### src/rtl/button_event_pkg.sv
// Shared types and helpers for the button event detector.
// The optional auto-repeat feature is enabled by defining BUTTON_AUTOREPEAT_EN.
package button_event_pkg;

  // Gesture classifier states; encodings 5..7 are unused and recover to IDLE.
  typedef enum logic [2:0] {
    IDLE      = 3'd0,
    PRESSED1  = 3'd1,
    WAIT2     = 3'd2,
    PRESSED2  = 3'd3,
    LONG_HELD = 3'd4
  } btn_state_e;

  // Width of a counter that can hold the largest of the three intervals.
  function automatic int cnt_width(input int long_cycles,
                                   input int gap_cycles,
                                   input int rep_cycles);
    int m;
    m = long_cycles;
    if (gap_cycles > m) m = gap_cycles;
    if (rep_cycles > m) m = rep_cycles;
    return $clog2(m + 1);
  endfunction

endpackage

### src/rtl/btn_edge_detect.sv
// Polarity normalisation and edge detection of the debounced button level.
// pe_o/ne_o are combinational from the current level and the previous level.
module btn_edge_detect #(
  parameter bit IS_PULLUP = 1'b0
) (
  input  logic clk,
  input  logic rstn,
  input  logic btn_i,
  output logic pe_o,
  output logic ne_o
);

  logic btn;
  logic btn_q;  // previous normalised level (btn_d)

  assign btn = btn_i ^ IS_PULLUP;

  // Remember last cycle's level; reset treats the button as released.
  always_ff @(posedge clk) begin
    if (!rstn) btn_q <= 1'b0;
    else       btn_q <= btn;
  end

  assign pe_o = btn & ~btn_q;
  assign ne_o = ~btn & btn_q;

endmodule

### src/rtl/button_event_detector.sv
// Classifies button gestures into single-cycle event pulses
// (press, release, click, double click, long press) plus a held level.
// Define BUTTON_AUTOREPEAT_EN to add periodic o_repeat pulses while held long.
module button_event_detector
  import button_event_pkg::*;
#(
  parameter int IS_PULLUP     = 0,
  parameter int LONG_CYCLES   = 1024,
  parameter int GAP_CYCLES    = 256,
  parameter int REPEAT_CYCLES = 128
) (
  input  logic clk,
  input  logic rstn,
  input  logic i_btn,
  output logic o_press,
  output logic o_release,
  output logic o_click,
  output logic o_dclick,
  output logic o_long,
  output logic o_held,
  output logic o_repeat
);

  // Elaboration-time parameter sanity checks.
  if (LONG_CYCLES < 2)   begin : g_bad_long $error("LONG_CYCLES must be >= 2"); end
  if (GAP_CYCLES < 2)    begin : g_bad_gap  $error("GAP_CYCLES must be >= 2"); end
  if (REPEAT_CYCLES < 1) begin : g_bad_rep  $error("REPEAT_CYCLES must be >= 1"); end

`ifdef BUTTON_AUTOREPEAT_EN
  localparam int REP_FOR_W = REPEAT_CYCLES;
`else
  localparam int REP_FOR_W = 1;
`endif
  localparam int CNT_W = cnt_width(LONG_CYCLES, GAP_CYCLES, REP_FOR_W);

  localparam logic [CNT_W-1:0] LONG_LAST = CNT_W'(LONG_CYCLES - 1);
  localparam logic [CNT_W-1:0] GAP_LAST  = CNT_W'(GAP_CYCLES - 1);

  logic pe;
  logic ne;

  btn_state_e       state_q, state_d;
  logic [CNT_W-1:0] cnt_q, cnt_d;
  logic             cnt_clr;

  logic press_q, release_q, click_q, dclick_q, long_q, held_q;
  logic click_d, dclick_d, long_d;

  btn_edge_detect #(
    .IS_PULLUP (IS_PULLUP != 0)
  ) u_edge (
    .clk   (clk),
    .rstn  (rstn),
    .btn_i (i_btn),
    .pe_o  (pe),
    .ne_o  (ne)
  );

`ifdef BUTTON_AUTOREPEAT_EN
  localparam logic [CNT_W-1:0] REP_LAST = CNT_W'(REPEAT_CYCLES - 1);
  logic repeat_q, repeat_d;
`endif

  // Next-state, event decisions and interval counter.
  always_comb begin
    state_d  = state_q;
    click_d  = 1'b0;
    dclick_d = 1'b0;
    long_d   = 1'b0;
    cnt_clr  = 1'b0;
`ifdef BUTTON_AUTOREPEAT_EN
    repeat_d = 1'b0;
`endif
    case (state_q)
      IDLE: begin
        if (pe) state_d = PRESSED1;
      end
      PRESSED1: begin
        // Release beats the long threshold when both land on the same edge.
        if (ne) begin
          state_d = WAIT2;
        end else if (cnt_q == LONG_LAST) begin
          state_d = LONG_HELD;
          long_d  = 1'b1;
        end
      end
      WAIT2: begin
        // A second press beats the gap timeout when both land together.
        if (pe) begin
          state_d = PRESSED2;
        end else if (cnt_q == GAP_LAST) begin
          state_d = IDLE;
          click_d = 1'b1;
        end
      end
      PRESSED2: begin
        if (ne) begin
          state_d  = IDLE;
          dclick_d = 1'b1;
        end
      end
      LONG_HELD: begin
        if (ne) begin
          state_d = IDLE;
        end
`ifdef BUTTON_AUTOREPEAT_EN
        else if (cnt_q == REP_LAST) begin
          repeat_d = 1'b1;
          cnt_clr  = 1'b1;
        end
`endif
      end
      default: state_d = IDLE;
    endcase
    if (state_d != state_q) cnt_clr = 1'b1;
    if (cnt_clr)      cnt_d = '0;
    else if (&cnt_q)  cnt_d = cnt_q;
    else              cnt_d = cnt_q + CNT_W'(1);
  end

  // State, counter and registered event outputs.
  always_ff @(posedge clk) begin
    if (!rstn) begin
      state_q   <= IDLE;
      cnt_q     <= '0;
      press_q   <= 1'b0;
      release_q <= 1'b0;
      click_q   <= 1'b0;
      dclick_q  <= 1'b0;
      long_q    <= 1'b0;
      held_q    <= 1'b0;
    end else begin
      state_q   <= state_d;
      cnt_q     <= cnt_d;
      press_q   <= pe;
      release_q <= ne;
      click_q   <= click_d;
      dclick_q  <= dclick_d;
      long_q    <= long_d;
      held_q    <= (state_d == LONG_HELD);
    end
  end

`ifdef BUTTON_AUTOREPEAT_EN
  // Registered auto-repeat pulse.
  always_ff @(posedge clk) begin
    if (!rstn) repeat_q <= 1'b0;
    else       repeat_q <= repeat_d;
  end
  assign o_repeat = repeat_q;
`else
  assign o_repeat = 1'b0;
`endif

  assign o_press   = press_q;
  assign o_release = release_q;
  assign o_click   = click_q;
  assign o_dclick  = dclick_q;
  assign o_long    = long_q;
  assign o_held    = held_q;

endmodule
### config.mk
export PLATFORM = sky130hd
export DESIGN_NAME = button_event_detector
export DESIGN_NICKNAME = d
export VERILOG_FILES = /design/src/rtl/button_event_pkg.sv /design/src/rtl/btn_edge_detect.sv /design/src/rtl/button_event_detector.sv
export SDC_FILE = /design/constraint.sdc
export NUM_CORES = 1
export LEC_CHECK = 0
export ABC_AREA = 1
export BUFFER_PORTS_ARGS = -buffer_cell sky130_fd_sc_hd__buf_2
export CAP_MARGIN = 40
export CELL_PAD_IN_SITES_DETAIL_PLACEMENT = 0
export CELL_PAD_IN_SITES_GLOBAL_PLACEMENT = 2
export CORE_MARGIN = 10
export CORE_UTILIZATION = 32
export DETAILED_ROUTE_END_ITERATION = 7
export PLACE_DENSITY_LB_ADDON = 0.1
export SYNTH_ARGS = -nofsm -noshare
export SYNTH_HDL_FRONTEND = slang
export SYNTH_HIERARCHICAL = 1
export SYNTH_SLANG_ARGS = --single-unit
### constraint.sdc
create_clock -name clk -period 2.1 [get_ports clk]
set_clock_uncertainty 0.05 [all_clocks]
set_input_delay 0.105 -clock clk [delete_from_list [all_inputs] [get_ports clk]]
set_output_delay 0.105 -clock clk [all_outputs]
set_load 0.02 [all_outputs]
==> results of run 1 <==
## layer usage
layer  vias to the layer above  track usage, %  part of all wire, %  wire length (microns)
met3                         4           2.214                  3.0                     58
met2                         8           10.71                   39                    767
li1                        455               -                    -                      -
met5                         -               0                    0                      0
met1                       337           9.555                   56                   1089
met4                         0           3.832                  1.9                     38
## layout by cell type (no fill, tap or decap)
master / Yosys / final
clkbuf_4: 0 / 3
nand3_2: 2 / 2
a31o_2: 1 / 1
nand2_4: 1 / 1
inv_1: 25 / 25
nor4_1: 1 / 1
conb_1: 1 / 1
clkbuf_1: 0 / 1
o21ai_0: 6 / 6
nand3_1: 9 / 9
a31oi_1: 1 / 1
xnor2_1: 1 / 1
dlygate4sd3_1: 0 / 1
nor3_1: 6 / 6
dfxtp_1: 21 / 21
nand2_2: 3 / 3
nor2_4: 3 / 3
a21oi_1: 7 / 7
xor2_1: 5 / 5
ha_1: 1 / 1
nand2_1: 18 / 18
nor2_1: 14 / 14
inv_2: 2 / 2
buf_2: 0 / 8
nor2_2: 11 / 11
## kinds of logic after synthesis
logic type                 after synthesis
and+or+nand+nor                         68
buffers and inverters                   29
DFF                                     21
AOI/OAI and AO/OA                       15
xor gates and xnor gates                 6
adders and majority gates                1
other                                    1
## state kept, by name, indices dropped and copies added (netlist names)
register	cells
cnt_q	11
o_click	1
o_dclick	1
o_held	1
o_long	1
o_press	1
o_release	1
state_q	3
u_edge/btn_q	1
## worst reg2reg max path: stages (launching register included)
cell     delay (ns)
dfxtp_1        0.39
ha_1           0.20
nand2_1        0.10
nor2_4         0.17
nand3_2        0.11
nand2_1        0.06
nand2_1        0.06
nand2_2        0.07
nand3_2        0.07
nand2_2        0.27
nor2_1         0.08
## worst min-delay path by stage
stage          startpoint            to  slack (ns)
2_1_floorplan       i_btn  u_edge/btn_q        0.15
3_3_place_gp        i_btn  u_edge/btn_q        0.27
3_5_place_dp        i_btn  u_edge/btn_q        0.28
4_1_cts              rstn  u_edge/btn_q      0.0007
5_1_grt              rstn  u_edge/btn_q        0.02
6_report             rstn  u_edge/btn_q        0.02
## layout make-up
cell class / count / area [sq um] / area share [%]
Inverter: 27 / 101.3 / 8.766
Clock buffer: 4 / 26.28 / 2.273
Tap cell: 44 / 55.05 / 4.762
Sequential cell: 21 / 420.4 / 36.36
Timing Repair Buffer: 9 / 50.05 / 4.329
Multi-Input combinational cell: 91 / 503.0 / 43.51
## Yosys cell counts
library cell / n / share of area [%]
inv_1: 25 / 9.0
dfxtp_1: 21 / 40
nand2_1: 18 / 6.5
nor2_1: 14 / 5.0
nor2_2: 11 / 6.6
nand3_1: 9 / 4.3
a21oi_1: 7 / 3.4
nor3_1: 6 / 2.9
o21ai_0: 6 / 2.9
xor2_1: 5 / 4.2
nand2_2: 3 / 1.8
nor2_4: 3 / 3.2
inv_2: 2 / 0.72
nand3_2: 2 / 1.9
a31o_2: 1 / 0.84
a31oi_1: 1 / 0.60
buf_4: 1 / 0.72
buf_6: 1 / 1.1
conb_1: 1 / 0.36
ha_1: 1 / 1.2
nand2_4: 1 / 1.1
nor4_1: 1 / 0.60
xnor2_1: 1 / 0.84
## report_power, final
part | switching [uW] | internal, uW | leakage, uW
Sequential | 7.95 | 407 | 0.000170
Clock | 123 | 74.1 | 0.0000150
Combinational | 42.9 | 21.8 | 0.000307
Total | 174 | 503 | 0.000492
## metrics by stage
step                utilization (%)  instances  hold WS, ns  area (sq um)
floorplan                         -        141       0.1485          1044
global placement              36.38        191       0.2690          1120
detailed placement            36.38        191       0.2751          1120
CTS                           37.56        196    0.0007169          1156
global route                  37.56        196      0.02400          1156
finish                        37.56        196      0.01563          1156
==> impl_metrics.env, run 1 <==
export IMPL_synthXorXnorAreaFrac_pct=5.036
export IMPL_syn_avg_cell_area_sq_um=7.401
export IMPL_grt_pass1_wl_microns=3588
export IMPL_setup_worst_path_end_class="flip-flop"
export IMPL_period_needed_ns=1.724
export IMPL_grt_usage_pct=7.389
export IMPL_cts_tree="built"
export IMPL_timing_setup_tns_ns=0
export IMPL_cts_hold_buf=1
export IMPL_hold_viol=0
export IMPL_fillers=337
export IMPL_synth_seq_area_share_pct=40.29
export IMPL_grt_max_degree=12
export IMPL_max_cap_violations=0
export IMPL_muxShareOfSynthArea_pct=0
export IMPL_startpoint_type="input port"
export IMPL_rsz0062_at_grt="false"
export IMPL_critical_path_most_common_cell="nor2_1"
export IMPL_arrival_ns=1.87
export IMPL_wl_microns=1954
export IMPL_path_buf_inv=3
export IMPL_crit_start="i_btn"
export IMPL_path_class="in -> reg"
export IMPL_place_ws_ns=0.3770
export IMPL_path_delay_family="simple AND/OR/NAND/NOR gates"
export IMPL_status="completed"
export IMPL_reg2reg_from="cnt_q[0]"
export IMPL_reg2reg_to="cnt_q[0]"
export IMPL_grt_pass1_vias=829
export IMPL_die_h_microns=77.11
export IMPL_core_area_sq_um=3078
export IMPL_post_cts_setup_buffers=0
export IMPL_synth_seq_cells=21
export IMPL_synth_top_family_by_area="simple AND/OR/NAND/NOR gates"
export IMPL_final_setup_viol_count=0
export IMPL_yosysUniqueCellTypes=23
export IMPL_drt_first_pass_iters=4
export IMPL_p_leak_uw=0.0004923
export IMPL_power_density_nw_per_um2=585.8
export IMPL_dieWidth_microns=77.11
export IMPL_rows=20
export IMPL_irDropWorstVdd_mv=0.2348
export IMPL_r2r_worst_path_cells=10
export IMPL_clkSinkCount=21
export IMPL_ant_nets=0
export IMPL_num_io_pins=10
export IMPL_antenna_found_initial=0
export IMPL_insertedDiodeCount=0
export IMPL_path_cells="dlygate4sd3_1 -> buf_2 -> nor2_1 -> nor2_2 -> nor2_1 -> nand3_1 -> nand2_1 -> inv_2 -> nand2_2 -> nor2_1"
export IMPL_dieArea_sq_um=5945
export IMPL_drc=0
export IMPL_root_buffer="clkbuf_4"
export IMPL_cp_depth=10
export IMPL_yosys_warnings=6
export IMPL_avgViaCountPerCell=4.102
export IMPL_post_drt_wl_per_cell_microns=9.969
export IMPL_reg2reg_slack_ns=0.38
export IMPL_syn_num_nets=145
export IMPL_grt_overflow=0
export IMPL_cp_data_required_time_ns=2.25
export IMPL_vias=804
export IMPL_fmax_ghz=0.5799
export IMPL_final_nets=157
export IMPL_synth_adder_area_share_pct=1.199
export IMPL_netlist_instances=141
export IMPL_synth_cell_area_sq_um=1044
export IMPL_syn2layout_area_growth_pct=10.79
export IMPL_yosys_area_share_simple_pct=33.93
export IMPL_htree_levels=1
export IMPL_hold_path_class="in -> reg"
export IMPL_start_util_pct=33.90
export IMPL_min_period_over_period_pct=82.11
export IMPL_numCtsBuffers=3
export IMPL_portBuffers=8
export IMPL_clk_latency_ns=0.30
export IMPL_synth_compound_area_share_pct=7.674
export IMPL_slew_violations=0
export IMPL_cts_clk_slew_worst_paths_ns=0.12
export IMPL_endpoint="cnt_q[0]"
export IMPL_routabilityCongestion=0.7458
export IMPL_drt_iter0_drc=19
export IMPL_dpl_hpwl_microns=1558
export IMPL_hold_depth=3
export IMPL_cts_max_path_buffers=2
export IMPL_cp_slowest_cell="dlygate4sd3_1"
export IMPL_worst_path_max_fanout=11
export IMPL_power_total_uw=677.2
export IMPL_worst_slack_ns=0.3757
export IMPL_slowest_delay_ns=0.53
export IMPL_post_cts_resized=0
export IMPL_drive_gt1_share_pct=22.37
No activity file was read; power rests on OpenSTA's default activity.
==> inputs of run 2 (changes only) <==
==> constraint.sdc (replaced) <==
create_clock -name clk -period 1.7 [get_ports clk]
set_clock_uncertainty 0.05 [all_clocks]
set_input_delay 0.085 -clock clk [delete_from_list [all_inputs] [get_ports clk]]
set_output_delay 0.085 -clock clk [all_outputs]
set_load 0.02 [all_outputs]
==> run 2 against run 1 <==
Effect of this change: wire length grew 3.2%; sequential share of layout area shrank 2.7 points; worst hold slack better by 0.40 ns; non-clock buffer count is 8 higher; die area is the same; highest routed layer unchanged.
==> impl_metrics.env, run 2 (synthesized netlist as in run 1, its figures left out) <==
export IMPL_startpoint_type="flip-flop"
export IMPL_avgViaCountPerCell=4.196
export IMPL_start_util_pct=33.90
export IMPL_irDropWorstVdd_mv=0.4177
export IMPL_cts_tree="built"
export IMPL_ant_nets=0
export IMPL_final_common_cell="inv_1"
export IMPL_timing_setup_tns_ns=0
export IMPL_hold_path_class="reg -> reg"
export IMPL_die_h_microns=77.11
export IMPL_largest_register_ffs=11
export IMPL_portBuffers=8
export IMPL_max_cap_violations=0
export IMPL_grt_overflow=0
export IMPL_setup_worst_path_end_class="flip-flop"
export IMPL_core_area_sq_um=3078
export IMPL_worst_path_max_fanout=7
export IMPL_drt_iter0_drc=48
export IMPL_place_ws_ns=0.1174
export IMPL_cts_clk_slew_worst_paths_ns=0.12
export IMPL_dieWidth_microns=77.11
export IMPL_top_regs="cnt_q (11), state_q (3)"
export IMPL_path_class="reg -> reg"
export IMPL_status="completed"
export IMPL_dpl_hpwl_microns=1557
export IMPL_rsz0062_at_grt="false"
export IMPL_syn2layout_area_growth_pct=20.02
export IMPL_drc=0
export IMPL_slew_violations=0
export IMPL_hold_viol=0
export IMPL_vias=856
export IMPL_worst_slack_ns=0.1298
export IMPL_drt_first_pass_iters=4
export IMPL_insertedDiodeCount=0
export IMPL_power_density_nw_per_um2=698.5
export IMPL_dieArea_sq_um=5945
export IMPL_cp_data_required_time_ns=1.87
export IMPL_routabilityCongestion=0.7605
export IMPL_fmax_ghz=0.6369
export IMPL_regMostFlops="cnt_q"
export IMPL_final_cell_mix="inv_1 (25), dfxtp_1 (20), nand2_1 (18)"
export IMPL_p_leak_uw=0.0005435
export IMPL_num_io_pins=10
export IMPL_period_needed_ns=1.570
export IMPL_post_drt_wl_per_cell_microns=9.887
export IMPL_rows=20
export IMPL_min_period_over_period_pct=92.37
export IMPL_numCtsBuffers=3
export IMPL_root_buffer="clkbuf_4"
export IMPL_reg2reg_slack_ns=0.13
export IMPL_drive_gt1_share_pct=26.25
export IMPL_antenna_found_initial=0
export IMPL_arrival_ns=1.74
export IMPL_grt_max_degree=12
export IMPL_htree_levels=1
export IMPL_grt_usage_pct=7.292
export IMPL_cts_max_path_buffers=2
export IMPL_final_nets=165
export IMPL_final_core_util_pct=40.69
export IMPL_wl_microns=2017
export IMPL_clk_latency_ns=0.31
export IMPL_final_setup_viol_count=0
export IMPL_grt_pass1_wl_microns=3560
export IMPL_fillers=330
export IMPL_clkSinkCount=21
export IMPL_grt_pass1_vias=809
run 2: critical path, cell delays in order (launching register included):
cell	delay, ns
dfxtp_2	0.35
ha_1	0.18
nand2_1	0.09
nor2_4	0.15
nand3_1	0.09
nand2_1	0.10
nand3_1	0.07
nand2_1	0.08
inv_2	0.04
nand2_2	0.11
buf_12	0.14
nor2_2	0.03
run 2: per-layer routing:
metal | wire, microns | global-route usage [%] | vias up
met2 | 848 | 9.781 | 9
met3 | 125 | 3.846 | 2
met5 | 0 | 0 | -
met1 | 1018 | 9.483 | 376
li1 | - | - | 469
met4 | 24 | 2.737 | 0
run 2: timing repair:
| item | in CTS | in global routing |
|---|---|---|
| buffers inserted | 0 | 1 |
| endpoints found under the setup margin | 0 | 10 |
| hold buffers | 3 | 0 |
| hold endpoints to repair | 2 | 0 |
| resized for setup | 0 | 2 |
run 2: path summary, 6_finish.rpt:
| path | startpoint | to | depth (start not counted) |
|---|---|---|---|
| worst max-delay path | cnt_q[0] | cnt_q[7] | 11 |
| worst min register to register | cnt_q[10] | o_long | 1 |
| worst min-delay path | cnt_q[10] | o_long | 1 |
| worst max register to register | cnt_q[0] | cnt_q[7] | 11 |
run 2: power by group:
part / switching [uW] / internal (uW)
Sequential: 9.00 / 504
Clock: 157 / 91.7
Combinational: 60.8 / 52.7
Total: 227 / 648
run 2: area by class of cell:
type / count / area (sq um) / share of cell area (%)
timing repair buffer: 17 / 140.1 / 11.19
multi-input combinational: 91 / 508.0 / 40.56
inverter: 27 / 101.3 / 8.092
tap: 44 / 55.05 / 4.396
clock buffer: 4 / 26.28 / 2.098
sequential: 21 / 421.7 / 33.67
run 2: per-stage QoR:
stage | area, sq um | hold WS [ns] | cells | total power [uW]
4_1_cts | 1239 | 0.4063 | 203 | 885.4
2_1_floorplan | 1044 | 0.1285 | 141 | 591.7
5_1_grt | 1252 | 0.4278 | 204 | 918.8
3_3_place_gp | 1182 | 0.2427 | 196 | 632.5
3_5_place_dp | 1182 | 0.2535 | 196 | 630.8
6_report | 1252 | 0.4111 | 204 | 874.8
